==> src/rtl/sci_cnt_pkg.sv <==
// sci_cnt_pkg: shared types, constants and the exponent helper for the
// scientific-notation event counter. Both the RTL and any model can use it.
//   bcd_t       - one BCD digit
//   BCD_MAX     - largest legal digit value
//   E_GLYPH_BCD - code the seven_seg decoders render as 'E'
//   exp_of()    - display exponent for a count (zero-extended to 16 digits)
package sci_cnt_pkg;

    typedef logic [3:0] bcd_t;

    localparam bcd_t BCD_MAX     = 4'd9;
    localparam bcd_t E_GLYPH_BCD = 4'hE;
    localparam int   MAX_DIGITS  = 16;

    // Finds the most significant nonzero digit (0 for an all-zero count),
    // then shifts it to the top of the mantissa window.
    function automatic bcd_t exp_of(input logic [4*MAX_DIGITS-1:0] count,
                                    input int mant_digits);
        int msd;
        msd = 0;
        for (int k = 0; k < MAX_DIGITS; k++)
            if (count[4*k +: 4] != 4'd0) msd = k;
        if (msd > mant_digits - 1)
            return bcd_t'(msd - (mant_digits - 1));
        return 4'd0;
    endfunction

endpackage

==> src/rtl/sci_event_counter_if.sv <==
// sci_event_counter_if: control strobes and readout bus of the event counter.
//   inc, clr, hold                   - driven by the master (event source)
//   count_bcd, mant_bcd, exp_bcd,
//   ovf, disp_upd                    - driven by the slave (counter)
interface sci_event_counter_if
    import sci_cnt_pkg::*;
#(
    parameter int NUM_DIGITS  = 11,
    parameter int MANT_DIGITS = 2
);
    logic                     inc;
    logic                     clr;
    logic                     hold;
    logic [4*NUM_DIGITS-1:0]  count_bcd;
    logic [4*MANT_DIGITS-1:0] mant_bcd;
    bcd_t                     exp_bcd;
    logic                     ovf;
    logic                     disp_upd;

    modport master (
        output inc, clr, hold,
        input  count_bcd, mant_bcd, exp_bcd, ovf, disp_upd
    );

    modport slave (
        input  inc, clr, hold,
        output count_bcd, mant_bcd, exp_bcd, ovf, disp_upd
    );
endinterface

==> src/rtl/sci_event_counter_bcd_digit.sv <==
// bcd_digit: one decade of the BCD counter.
//   clk, rst - clock, synchronous active-low reset
//   ci       - advance this digit (all lower digits are 9 and inc is set)
//   clr      - synchronous clear
//   q        - digit value, always 0..9
//   co       - carry into the next decade (combinational, same cycle)
module bcd_digit
    import sci_cnt_pkg::*;
(
    input  logic clk,
    input  logic rst,
    input  logic ci,
    input  logic clr,
    output bcd_t q,
    output logic co
);
    always_ff @(posedge clk) begin
        if (!rst)
            q <= '0;
        else if (clr)
            q <= '0;
        else if (ci)
            q <= (q == BCD_MAX) ? 4'd0 : q + 4'd1;
    end

    // Combinational carry lets the whole chain settle within one cycle.
    assign co = ci & (q == BCD_MAX);
endmodule

==> src/rtl/sci_event_counter.sv <==
// sci_event_counter: N-digit BCD event counter with mantissa/exponent readout.
//   clk, rst - clock, synchronous active-low reset
//   bus      - sci_event_counter_if.slave: inc/clr/hold in; count_bcd,
//              mant_bcd, exp_bcd, ovf, disp_upd out
// Build option: SCI_CNT_SATURATE_EN - count sticks at all-9s instead of
// wrapping to zero on the terminal increment (ovf is set either way).
module sci_event_counter
    import sci_cnt_pkg::*;
#(
    parameter int NUM_DIGITS  = 11,
    parameter int MANT_DIGITS = 2
)(
    input  logic                      clk,
    input  logic                      rst,
    sci_event_counter_if.slave        bus
);
    logic [NUM_DIGITS:0]      carry;
    logic [4*NUM_DIGITS-1:0]  count_q;
    logic                     ovf_set;

`ifdef SCI_CNT_SATURATE_EN
    logic all_nines;
    always_comb begin
        all_nines = 1'b1;
        for (int k = 0; k < NUM_DIGITS; k++)
            if (count_q[4*k +: 4] != BCD_MAX) all_nines = 1'b0;
    end
    // Suppress the terminal increment so the chain never wraps.
    assign carry[0] = bus.inc & ~all_nines;
    assign ovf_set  = bus.inc & all_nines;
    wire unused_msd_co = carry[NUM_DIGITS];
`else
    assign carry[0] = bus.inc;
    // Carry out of the top decade means every digit was 9.
    assign ovf_set  = carry[NUM_DIGITS];
`endif

    for (genvar g = 0; g < NUM_DIGITS; g++) begin : g_digit
        bcd_digit u_digit (
            .clk (clk),
            .rst (rst),
            .ci  (carry[g]),
            .clr (bus.clr),
            .q   (count_q[4*g +: 4]),
            .co  (carry[g+1])
        );
    end

    // Display path works from the registered count, so it trails by a cycle.
    bcd_t                     exp_c;
    logic [4*NUM_DIGITS-1:0]  shifted;
    logic [4*MANT_DIGITS-1:0] mant_c;

    assign exp_c   = exp_of(64'(count_q), MANT_DIGITS);
    assign shifted = count_q >> {exp_c, 2'b00};
    assign mant_c  = shifted[4*MANT_DIGITS-1:0];

    logic [4*MANT_DIGITS-1:0] mant_q;
    bcd_t                     exp_q;
    logic                     ovf_q;
    logic                     upd_q;

    always_ff @(posedge clk) begin
        if (!rst || bus.clr) begin
            mant_q <= '0;
            exp_q  <= '0;
            ovf_q  <= 1'b0;
            upd_q  <= 1'b0;
        end else begin
            if (ovf_set) ovf_q <= 1'b1;
            if (!bus.hold) begin
                mant_q <= mant_c;
                exp_q  <= exp_c;
            end
            upd_q <= !bus.hold && ((mant_c != mant_q) || (exp_c != exp_q));
        end
    end

    assign bus.count_bcd = count_q;
    assign bus.mant_bcd  = mant_q;
    assign bus.exp_bcd   = exp_q;
    assign bus.ovf       = ovf_q;
    assign bus.disp_upd  = upd_q;
endmodule

==> src/flat_wrapper.sv <==
// flat-port wrapper written by rule: the top's interface ports become plain ports
module sci_event_counter_flat import sci_cnt_pkg::*;
#(
    parameter int NUM_DIGITS  = 11,
    parameter int MANT_DIGITS = 2
)
  (clk, rst, bus_inc, bus_clr, bus_hold, bus_count_bcd, bus_mant_bcd, bus_exp_bcd, bus_ovf, bus_disp_upd);
  sci_event_counter_if #(.NUM_DIGITS(NUM_DIGITS), .MANT_DIGITS(MANT_DIGITS)) bus_i ();
  input  logic clk;
  input  logic rst;
  input wire logic [$bits(bus_i.inc)-1:0] bus_inc;
  input wire logic [$bits(bus_i.clr)-1:0] bus_clr;
  input wire logic [$bits(bus_i.hold)-1:0] bus_hold;
  output wire logic [$bits(bus_i.count_bcd)-1:0] bus_count_bcd;
  output wire logic [$bits(bus_i.mant_bcd)-1:0] bus_mant_bcd;
  output wire logic [$bits(bus_i.exp_bcd)-1:0] bus_exp_bcd;
  output wire logic [$bits(bus_i.ovf)-1:0] bus_ovf;
  output wire logic [$bits(bus_i.disp_upd)-1:0] bus_disp_upd;
  assign bus_i.inc = bus_inc;
  assign bus_i.clr = bus_clr;
  assign bus_i.hold = bus_hold;
  assign bus_count_bcd = bus_i.count_bcd;
  assign bus_mant_bcd = bus_i.mant_bcd;
  assign bus_exp_bcd = bus_i.exp_bcd;
  assign bus_ovf = bus_i.ovf;
  assign bus_disp_upd = bus_i.disp_upd;
  sci_event_counter #(.NUM_DIGITS(NUM_DIGITS), .MANT_DIGITS(MANT_DIGITS)) u_core (.clk(clk), .rst(rst), .bus(bus_i));
endmodule
==> config.mk <==
export PLATFORM = sky130hd
export DESIGN_NAME = sci_event_counter_flat
export DESIGN_NICKNAME = d
export VERILOG_FILES = /design/src/rtl/sci_cnt_pkg.sv /design/src/rtl/sci_event_counter_if.sv /design/src/rtl/sci_event_counter_bcd_digit.sv /design/src/rtl/sci_event_counter.sv /design/src/flat_wrapper.sv
export SDC_FILE = /design/constraint.sdc
export NUM_CORES = 1
export LEC_CHECK = 0
export ABC_CLOCK_PERIOD_IN_PS = 17650
export CAP_MARGIN = 15
export CORE_MARGIN = 1
export CORE_UTILIZATION = 30
export DETAILED_ROUTE_END_ITERATION = 10
export DONT_BUFFER_PORTS = 1
export PLACE_DENSITY = 0.48
export REMOVE_ABC_BUFFERS = 1
export SLEW_MARGIN = 20
export SYNTH_ARGS = -nofsm -noshare
export SYNTH_HDL_FRONTEND = slang
export SYNTH_HIERARCHICAL = 1
export SYNTH_SLANG_ARGS = --single-unit
export TNS_END_PERCENT = 50
==> constraint.sdc <==
create_clock -name clk -period 17.65 [get_ports clk]
set_input_delay 1.765 -clock clk [delete_from_list [all_inputs] [get_ports clk]]
set_output_delay 1.765 -clock clk [all_outputs]
set_load 0.02 [all_outputs]
==> results of run 1 <==
==> state kept, by name (all words and copies together) (netlist names) <==
name and count:
u_core/bus.disp_upd 1, u_core/bus.exp_bcd 4, u_core/bus.ovf 1, u_core/bus.mant_bcd 8, u_core/g_digit.u_digit/q 44
==> layout make-up <==
cell class,count,area share (%)
sequential,58,24.32
tap,180,4.717
multi-input combinational,449,63.31
timing repair buffer,2,0.3145
clock inverter,5,1.101
inverter,12,0.9434
clock buffer,11,5.293
==> layer usage <==
metal	GRT usage [%]	share of wire (%)
met1	25.09	44
met4	9.105	3.6
met5	0	0
met2	29.45	44
met3	5.478	7.7
==> worst max path at each step <==
stage	cells after the start	endpoint	startpoint	slack [ns]
final	23	u_core/g_digit[10].u_digit/q[1]	bus_inc	9.20
after global routing	23	u_core/g_digit[10].u_digit/q[1]	bus_inc	8.40
after CTS	23	u_core/g_digit[10].u_digit/q[1]	bus_inc	9.24
after detailed placement	23	u_core/g_digit[10].u_digit/q[1]	bus_inc	8.90
after global placement	23	u_core/g_digit[10].u_digit/q[1]	bus_inc	9.17
after floorplan	23	u_core/g_digit[10].u_digit/q[1]	bus_inc	10.0
==> placed cells by master, fill, tap and decap left out, types with 6 or more instances in the layout <==
| cell | n |
|---|---|
| a21oi_1 | 29 |
| and4b_2 | 11 |
| nand2b_1 | 13 |
| inv_1 | 11 |
| xnor2_1 | 17 |
| nand3_1 | 35 |
| a31oi_1 | 6 |
| a211oi_1 | 6 |
| nor2b_1 | 24 |
| a32oi_1 | 7 |
| nand2_1 | 30 |
| nor3b_1 | 11 |
| dfxtp_1 | 58 |
| nand2_2 | 12 |
| a21oi_2 | 14 |
| o21ai_0 | 43 |
| xor2_1 | 11 |
| mux2i_1 | 6 |
| o211ai_1 | 9 |
| clkbuf_16 | 9 |
| or3_1 | 14 |
| nor2_1 | 54 |
| nor3_1 | 10 |
==> synthesized netlist by cell type (12+ instances only) <==
cell type  number
nand2_1        30
dfxtp_1        58
nor2b_1        24
nand2b_1       13
or3_1          14
a21oi_2        14
nand3_1        35
a21oi_1        29
o21ai_0        43
nor2_1         54
nand2_2        12
xnor2_1        17
==> kinds of logic after synthesis <==
group / Yosys count
buf+inv: 27
compound gates: 159
fa+ha+maj: 3
simple gates: 253
mux: 6
flops: 58
xor+xnor: 28
==> worst max-delay path, stage by stage <==
cell     delay (ns)
nand2_2        0.05
nor3b_1        0.48
nand2_2        0.14
nor3b_1        0.52
nand2_2        0.15
nor3b_1        0.47
nand2_2        0.14
nor3b_1        0.48
nand2_2        0.14
nor3b_1        0.50
nand2_2        0.15
nor3b_1        0.51
nand2_2        0.15
nor3b_1        0.54
nand2_2        0.14
nor3b_1        0.52
nand2_2        0.13
nor3b_1        0.49
nand2_2        0.14
nor3b_1        0.49
nand2_2        0.13
or3_1          0.38
a21oi_2        0.12
==> through the flow <==
step	setup slack [ns]	area, um^2	cells	hold WS, ns
3_3_place_gp	9.174	4469	701	0.5798
5_1_grt	8.398	4775	717	0.6030
2_1_floorplan	9.997	4229	519	0.5549
6_report	9.205	4775	717	0.5830
3_5_place_dp	8.899	4469	701	0.5717
4_1_cts	9.240	4775	717	0.5833
==> power groups by stage <==
stage / Clock (W) / Combinational, W / Sequential, W
3_3_place_gp: 0 / 0.00000530 / 0.000135
3_5_place_dp: 0 / 0.00000533 / 0.000135
6_report: 0.000177 / 0.00000531 / 0.000133
5_1_grt: 0.000188 / 0.00000602 / 0.000133
2_1_floorplan: 0 / 0.00000446 / 0.000135
4_1_cts: 0.000181 / 0.00000537 / 0.000133
==> key figures, run 1 <==
Outcome
  • Outcome: completed

STA
  • Final setup TNS: 0 ns
  • Max-slew violations: 0
  • Final Hold Viols: 0
  • RSZ-0062 raised after global routing: no
  • Min cycle time layout: 8.445 ns
  • Highest Clock Rate: 0.1184 GHz
  • Final setup fails: 0
  • Worst slew pin tran: 0.8700 ns
  • Max_slew headroom: 41.79%
  • Final Cycle Share: 47.85%
  • Clk_skew: 0.005541 ns

Power and ir drop
  • Clk pwr share: 56.2%
  • Comb power frac: 1.7%
  • Switching share of power: 20.88%
  • Pwr Density: 66.08 nW/um^2
  • Tot Pwr: 0.0003155 W
  • NetSw: 0.00006587 W
  • Sequential power share: 42.1%
  • Leakage: 1.550 nW
  • Worst vdd ir: 0.04061 mV
  • Total internal power: 0.0002496 W

Cells and area
  • Synthesis-to-layout area growth: 10.80%
  • Fillcell total: 1431
  • # nets final: 540
  • Antenna diode count: 0
  • Reg area: 1161 um^2
  • Multi-input logic area: 3023 um^2
  • Ratio of cells with drive above 1 in the final layout: 15.27%
  • Fin util: 34.26%

Placed design
  • I/O Buffers: 0
  • GP Congestion: 0.8903
  • DPL Wire Length: 10230 um

Clocking
  • CTS Buf Count: 9
  • Clock Latency Late Sink: 0.34 ns
  • Worst-path clk slew: 0.05 ns
  • Hold_buf cts: 0
  • CTS resizes: 0
  • Clock tree sinks: 58
  • Clock Tree Root: clkbuf_16
  • Postcts setup bufs: 0
  • CTS tree: built
  • Clock H-tree levels: 3
  • CTS Buffer Depth: 2

Synthesis
  • FF+latch count, synth: 58
  • Leading area contributor after synthesis: dfxtp_1
  • Ys Warns: 6
  • Ys flop type: dfxtp_1
  • Post-Synth Simple-Gate Area: 35.69%
  • Largest family of logic cells by synthesized area: simple AND/OR/NAND/NOR gates
  • Async S/R FF share, synth: 0%
  • Synth Area in XOR/XNOR: 5.691%
  • Post-Synthesis Cells: 534
  • Top cell type's share of synthesized area: 26.95%
  • Adder-cell share of the synthesized area: 0.8711%
  • Post-synthesis mux area share: 1.394%
  • Synthesized area: 4309 um^2
  • Sequential fraction of the synthesis area: 26.95%
  • Leading post-synthesis cells by cell area: dfxtp_1, o21ai_0, nor2_1
  • Average cell area after synthesis: 8.070 um^2
  • Netlist cell types: 74
  • Synth Area in Compound Gates: 26.51%
  • Post-synth EDFFs: 0

Floorplan
  • FP Rows: 43
  • Die height: 121.9 um
  • Initial Utilization: 30.92%
  • IO Pins: 63
  • Die area: 14850 um^2
  • Core Area: 13930 um^2
  • Chip width: 121.9 um

Setup path
  • Critical Path AT: 8.72 ns
  • CP Launch Type: primary input
  • Reg2Reg Depth: 23
  • R2r endpoint: u_core/g_digit[10].u_digit/q[1]
  • Worst Path Required: 17.93 ns
  • Worst Setup Path Type: primary input to flip-flop
  • R2r setup slk: 9.89 ns
  • R2R Path Start: u_core/g_digit[0].u_digit/q[3]
  • Setup crit end kind: flip-flop
  • Crit-path max FO: 4

Worst hold path
  • WHS Path Cells: 2
  • Min-Delay Path Class: flip-flop to flip-flop
  • Worst Hold Path EP: u_core/bus.ovf
  • Hold path start: u_core/bus.ovf

Route
  • Wire per inst: 19.34 um
  • Drt pass-1 iters: 5
  • Drt drc: 0
  • 1st-iter DRT viols: 368
  • Post-route ant nets: 0
  • Drt total wl: 13870 um
  • Via density: 5.880
  • Vias after detailed routing: 4216

Job
  • MaxCap Viol Count: 0

GRT
  • First-pass GRT wire length: 21920 um
  • Vias in the first global route: 3949
  • Largest net degree at the start of global routing: 25
  • Total Routing Usage GR: 19.37%
  • Total gr overflow: 0
  • Antenna violations before repair: 0
Note: power is estimated with default switching activity, not from simulation.
==> run 2: changes to the inputs <==
ABC_AREA = 1   (was not set)
ABC_CLOCK_PERIOD_IN_PS = 8000   (was 17650)
clock period = 8 ns   (was 17.65 ns; I/O delays follow)
==> run 2 against run 1 <==
Compared with the run above: wire length fell by 19%; combinational power rose to 4.1 times the previous value; synthesized cell count is 25% higher; global-route usage shrank 3.0 points; sequential cell count unchanged; sequential share of layout area grew 1.6 points; die area shrank 5.0%; via count decreased by 2.4%; sequential power is 120% higher; critical endpoint is now u_core/bus.ovf.
==> key figures, run 2 <==
Setup path
  • Critical path's largest stage delay: 0.56 ns (+0.02 ns)
  • Critical Path AT: 6.32 ns (-2.40 ns)
  • CP cell instances: nand3_1 > nor2_1 > nand3_1 > nor2_1 > nand3_1 > nor2_1 > nand3_1 > nor2_1 > nand3_1 > nor2_1 > nand3_1 > nor2_1 > nand3_1 > nor2_1 > nand3_1 > nor2_1 > nand3_1 > nor2_1 > nand3_1 > nor2_1 > nand3_1 > nor2_1 > nor2_1 > nor2_1
  • Crit-path max FO: 7 (+3)
  • CP dominant cell by count: nor2_1
  • Slowest cell on crit path: dfxtp_1
  • Worst Path Required: 8.27 ns (-9.66 ns)
  • Worst Setup Path Type: flip-flop to flip-flop
  • CP Launch Type: flip-flop
  • Setup crit end kind: flip-flop

Synthesis
  • Most common cell in the synthesized netlist: nand2_1
  • Most common library cells after synthesis: nand2_1, nand3_1, inv_1, nor2_1, dfxtp_1
  • Post-synthesis mux area share: 0% (-1.4 points)
  • Async S/R FF share, synth: 0% (unchanged)
  • Top cell type's share of synthesized area: 28.38% (+1.4 points)
  • Average cell area after synthesis: 6.107 um^2 (-24%)
  • Synth Area in XOR/XNOR: 0.8563% (-4.8 points)
  • Post-Synthesis Cells: 670 (+25%)
  • Ys flop type: dfxtp_1
  • Synth Area in Compound Gates: 10.73% (-16 points)
  • Sequential fraction of the synthesis area: 28.38% (+1.4 points)
  • Leading area contributor after synthesis: dfxtp_1
  • Post-Synth Simple-Gate Area: 47.52% (+12 points)
  • Netlist cell types: 35 (-53%)
  • Leading post-synthesis cells by cell area: dfxtp_1, nand2_1, nand3_1
  • Adder-cell share of the synthesized area: 0.9174% (+0.046 points)
  • FF+latch count, synth: 58 (unchanged)
  • Ys Warns: 6 (unchanged)
  • Synthesized area: 4091 um^2 (-5.1%)
  • Largest family of logic cells by synthesized area: simple AND/OR/NAND/NOR gates
  • Post-synth EDFFs: 0 (unchanged)

Floorplan
  • Die height: 118.8 um (-2.5%)
  • IO Pins: 63 (unchanged)
  • FP Rows: 42 (-2.3%)
  • Initial Utilization: 30.77% (-0.15 points)
  • Core Area: 13300 um^2 (-4.6%)
  • Die area: 14110 um^2 (-5.0%)
  • Chip width: 118.8 um (-2.5%)

STA
  • Max_slew headroom: 59.91% (+18 points)
  • Clk_skew: 0.005881 ns (+0.0003398 ns)
  • Min cycle time layout: 6.047 ns
  • Worst slew pin tran: 0.6013 ns (-0.2687 ns)
  • Final Cycle Share: 75.58%
  • RSZ-0062 raised after global routing: no
  • Worst Slack Setup Final: 1.953 ns (-7.251 ns)
  • Max-slew violations: 0 (unchanged)
  • Final Hold Viols: 0 (unchanged)
  • Final setup TNS: 0 ns (unchanged)
  • Final setup fails: 0 (unchanged)
  • Highest Clock Rate: 0.1654 GHz

GRT
  • Largest net degree at the start of global routing: 54 (+120%)
  • Total gr overflow: 0 (unchanged)
  • Vias in the first global route: 3757 (-4.9%)
  • Antenna violations before repair: 0 (unchanged)
  • Total Routing Usage GR: 16.33% (-3.0 points)
  • First-pass GRT wire length: 18210 um (-17%)

Cells and area
  • Synthesis-to-layout area growth: 9.541%
  • Max reg flops: 44 (unchanged)
  • Highest-count cells in the layout ignoring fill and taps: nand2_1, nand3_1, inv_1
  • Fin util: 33.71% (-0.55 points)
  • Reg area: 1161 um^2 (unchanged)
  • Multi-input logic area: 2456 um^2 (-19%)
  • Largest reg by FF count: u_core/g_digit.u_digit/q
  • Fillcell total: 1465 (+2.4%)
  • Commonest non-fill, non-tap cell in the layout: nand2_1
  • Ratio of cells with drive above 1 in the final layout: 11.44% (-3.8 points)
  • Antenna diode count: 0 (unchanged)
  • # nets final: 676 (+25%)

Clocking
  • Hold_buf cts: 0 (unchanged)
  • CTS Buf Count: 9 (unchanged)
  • Worst-path clk slew: 0.05 ns (about the same)
  • Clock tree sinks: 58 (unchanged)
  • Postcts setup bufs: 0 (unchanged)
  • CTS Buffer Depth: 2 (unchanged)
  • Clock H-tree levels: 3 (unchanged)
  • CTS resizes: 0 (unchanged)
  • Clock Tree Root: clkbuf_16
  • Clock Latency Late Sink: 0.34 ns (about the same)
  • CTS tree: built

Power and ir drop
  • Leakage: 1.903 nW (+23%)
  • Sequential power share: 43.5% (+1.4 points)
  • Total internal power: 0.0005334 W (+110%)
  • Clk pwr share: 53.3% (-2.9 points)
  • NetSw: 0.0001501 W (+130%)
  • Comb power frac: 3.2% (+1.5 points)
  • Worst vdd ir: 0.06577 mV (+62%)
  • Switching share of power: 21.96% (+1.1 points)
  • Pwr Density: 152.5 nW/um^2 (+130%)

Placed design
  • GP Congestion: 0.8167 (-8.3%)
  • I/O Buffers: 0 (unchanged)
  • DPL Wire Length: 8193 um (-20%)
  • Dpl ws: 1.827 ns (-7.072 ns)

Route
  • Wire per inst: 13.17 um (-32%)
  • Via density: 4.846 (-18%)
  • Drt pass-1 iters: 5 (unchanged)
  • Drt drc: 0 (unchanged)
  • Drt total wl: 11180 um (-19%)
  • Post-route ant nets: 0 (unchanged)
  • 1st-iter DRT viols: 270 (-27%)
  • Vias after detailed routing: 4114 (-2.4%)

Job
  • MaxCap Viol Count: 0 (unchanged)

Outcome
  • Outcome: completed

Worst hold path
  • Min-Delay Path Class: primary input to flip-flop
## run 2: cell count changes after synthesis, sizes merged, moves of 15 or more
| cell | change |
|---|---|
| inv | +83 |
| nand2 | +156 |
| nor2 | +46 |
| nor2b | -24 |
| nand3 | +52 |
| xnor2 | -15 |
| a21oi | -18 |
## run 2: cells by family (layout without fill, tap and decap cells)
kind of cell	count (synthesis)	in the layout
XOR/XNOR	4	4
AND/OR/NAND/NOR	418	418
adder cells (fa/ha/maj)	3	3
AO/OA/AOI/OAI	78	78
flip-flops	58	58
buffers and inverters	109	112
## run 2: per-layer routing
| layer | part of all wire [%] | up-vias | global-route usage [%] | wire length [um] |
|---|---|---|---|---|
| met5 | 0 | - | 0 | 0 |
| met4 | 2.0 | 0 | 7.199 | 221 |
| li1 | - | 2149 | - | - |
| met2 | 47 | 77 | 27.16 | 5221 |
| met1 | 46 | 1873 | 19.69 | 5188 |
| met3 | 4.9 | 15 | 4.247 | 548 |
## run 2: final timing paths
check / slack, ns / startpoint / cells past startpoint / endpoint
worst max-delay path: 1.95 / u_core/g_digit[0].u_digit/q[0] / 24 / u_core/bus.ovf
worst max register to register: 1.95 / u_core/g_digit[0].u_digit/q[0] / 24 / u_core/bus.ovf
worst min-delay path: 0.56 / bus_hold / 1 / u_core/bus.mant_bcd[5]
worst min register to register: 0.59 / u_core/bus.ovf / 2 / u_core/bus.ovf
## run 2: power groups by stage
stage / Sequential (W) / Combinational (W) / Clock [W]
after global placement: 0.000303 / 0.0000215 / 0
after CTS: 0.000297 / 0.0000218 / 0.000379
after detailed placement: 0.000303 / 0.0000217 / 0
final: 0.000297 / 0.0000218 / 0.000364
after global routing: 0.000297 / 0.0000255 / 0.000389
after floorplan: 0.000302 / 0.0000181 / 0
## run 2: layout make-up
type	count	area share (%)
multi-input combinational	503	54.80
clock buffer	14	6.114
tap	176	4.913
clock inverter	2	0.2233
inverter	96	8.040
sequential	58	25.91
## run 2: worst max-delay path: cells and delay by family (launching register included)
family        cells  cell delay (ns)
flops             1             0.56
simple gates     24             5.39
## run 2: stage by stage
step / cell area (um^2) / hold slack (ns) / total power [W] / std cells
3_3_place_gp: 4198 / 0.5808 / 0.0003247 / 833
6_report: 4482 / 0.5562 / 0.0006834 / 849
3_5_place_dp: 4198 / 0.5893 / 0.0003250 / 833
5_1_grt: 4482 / 0.5527 / 0.0007118 / 849
4_1_cts: 4482 / 0.5408 / 0.0006982 / 849
2_1_floorplan: 3978 / 0.5620 / 0.0003206 / 657
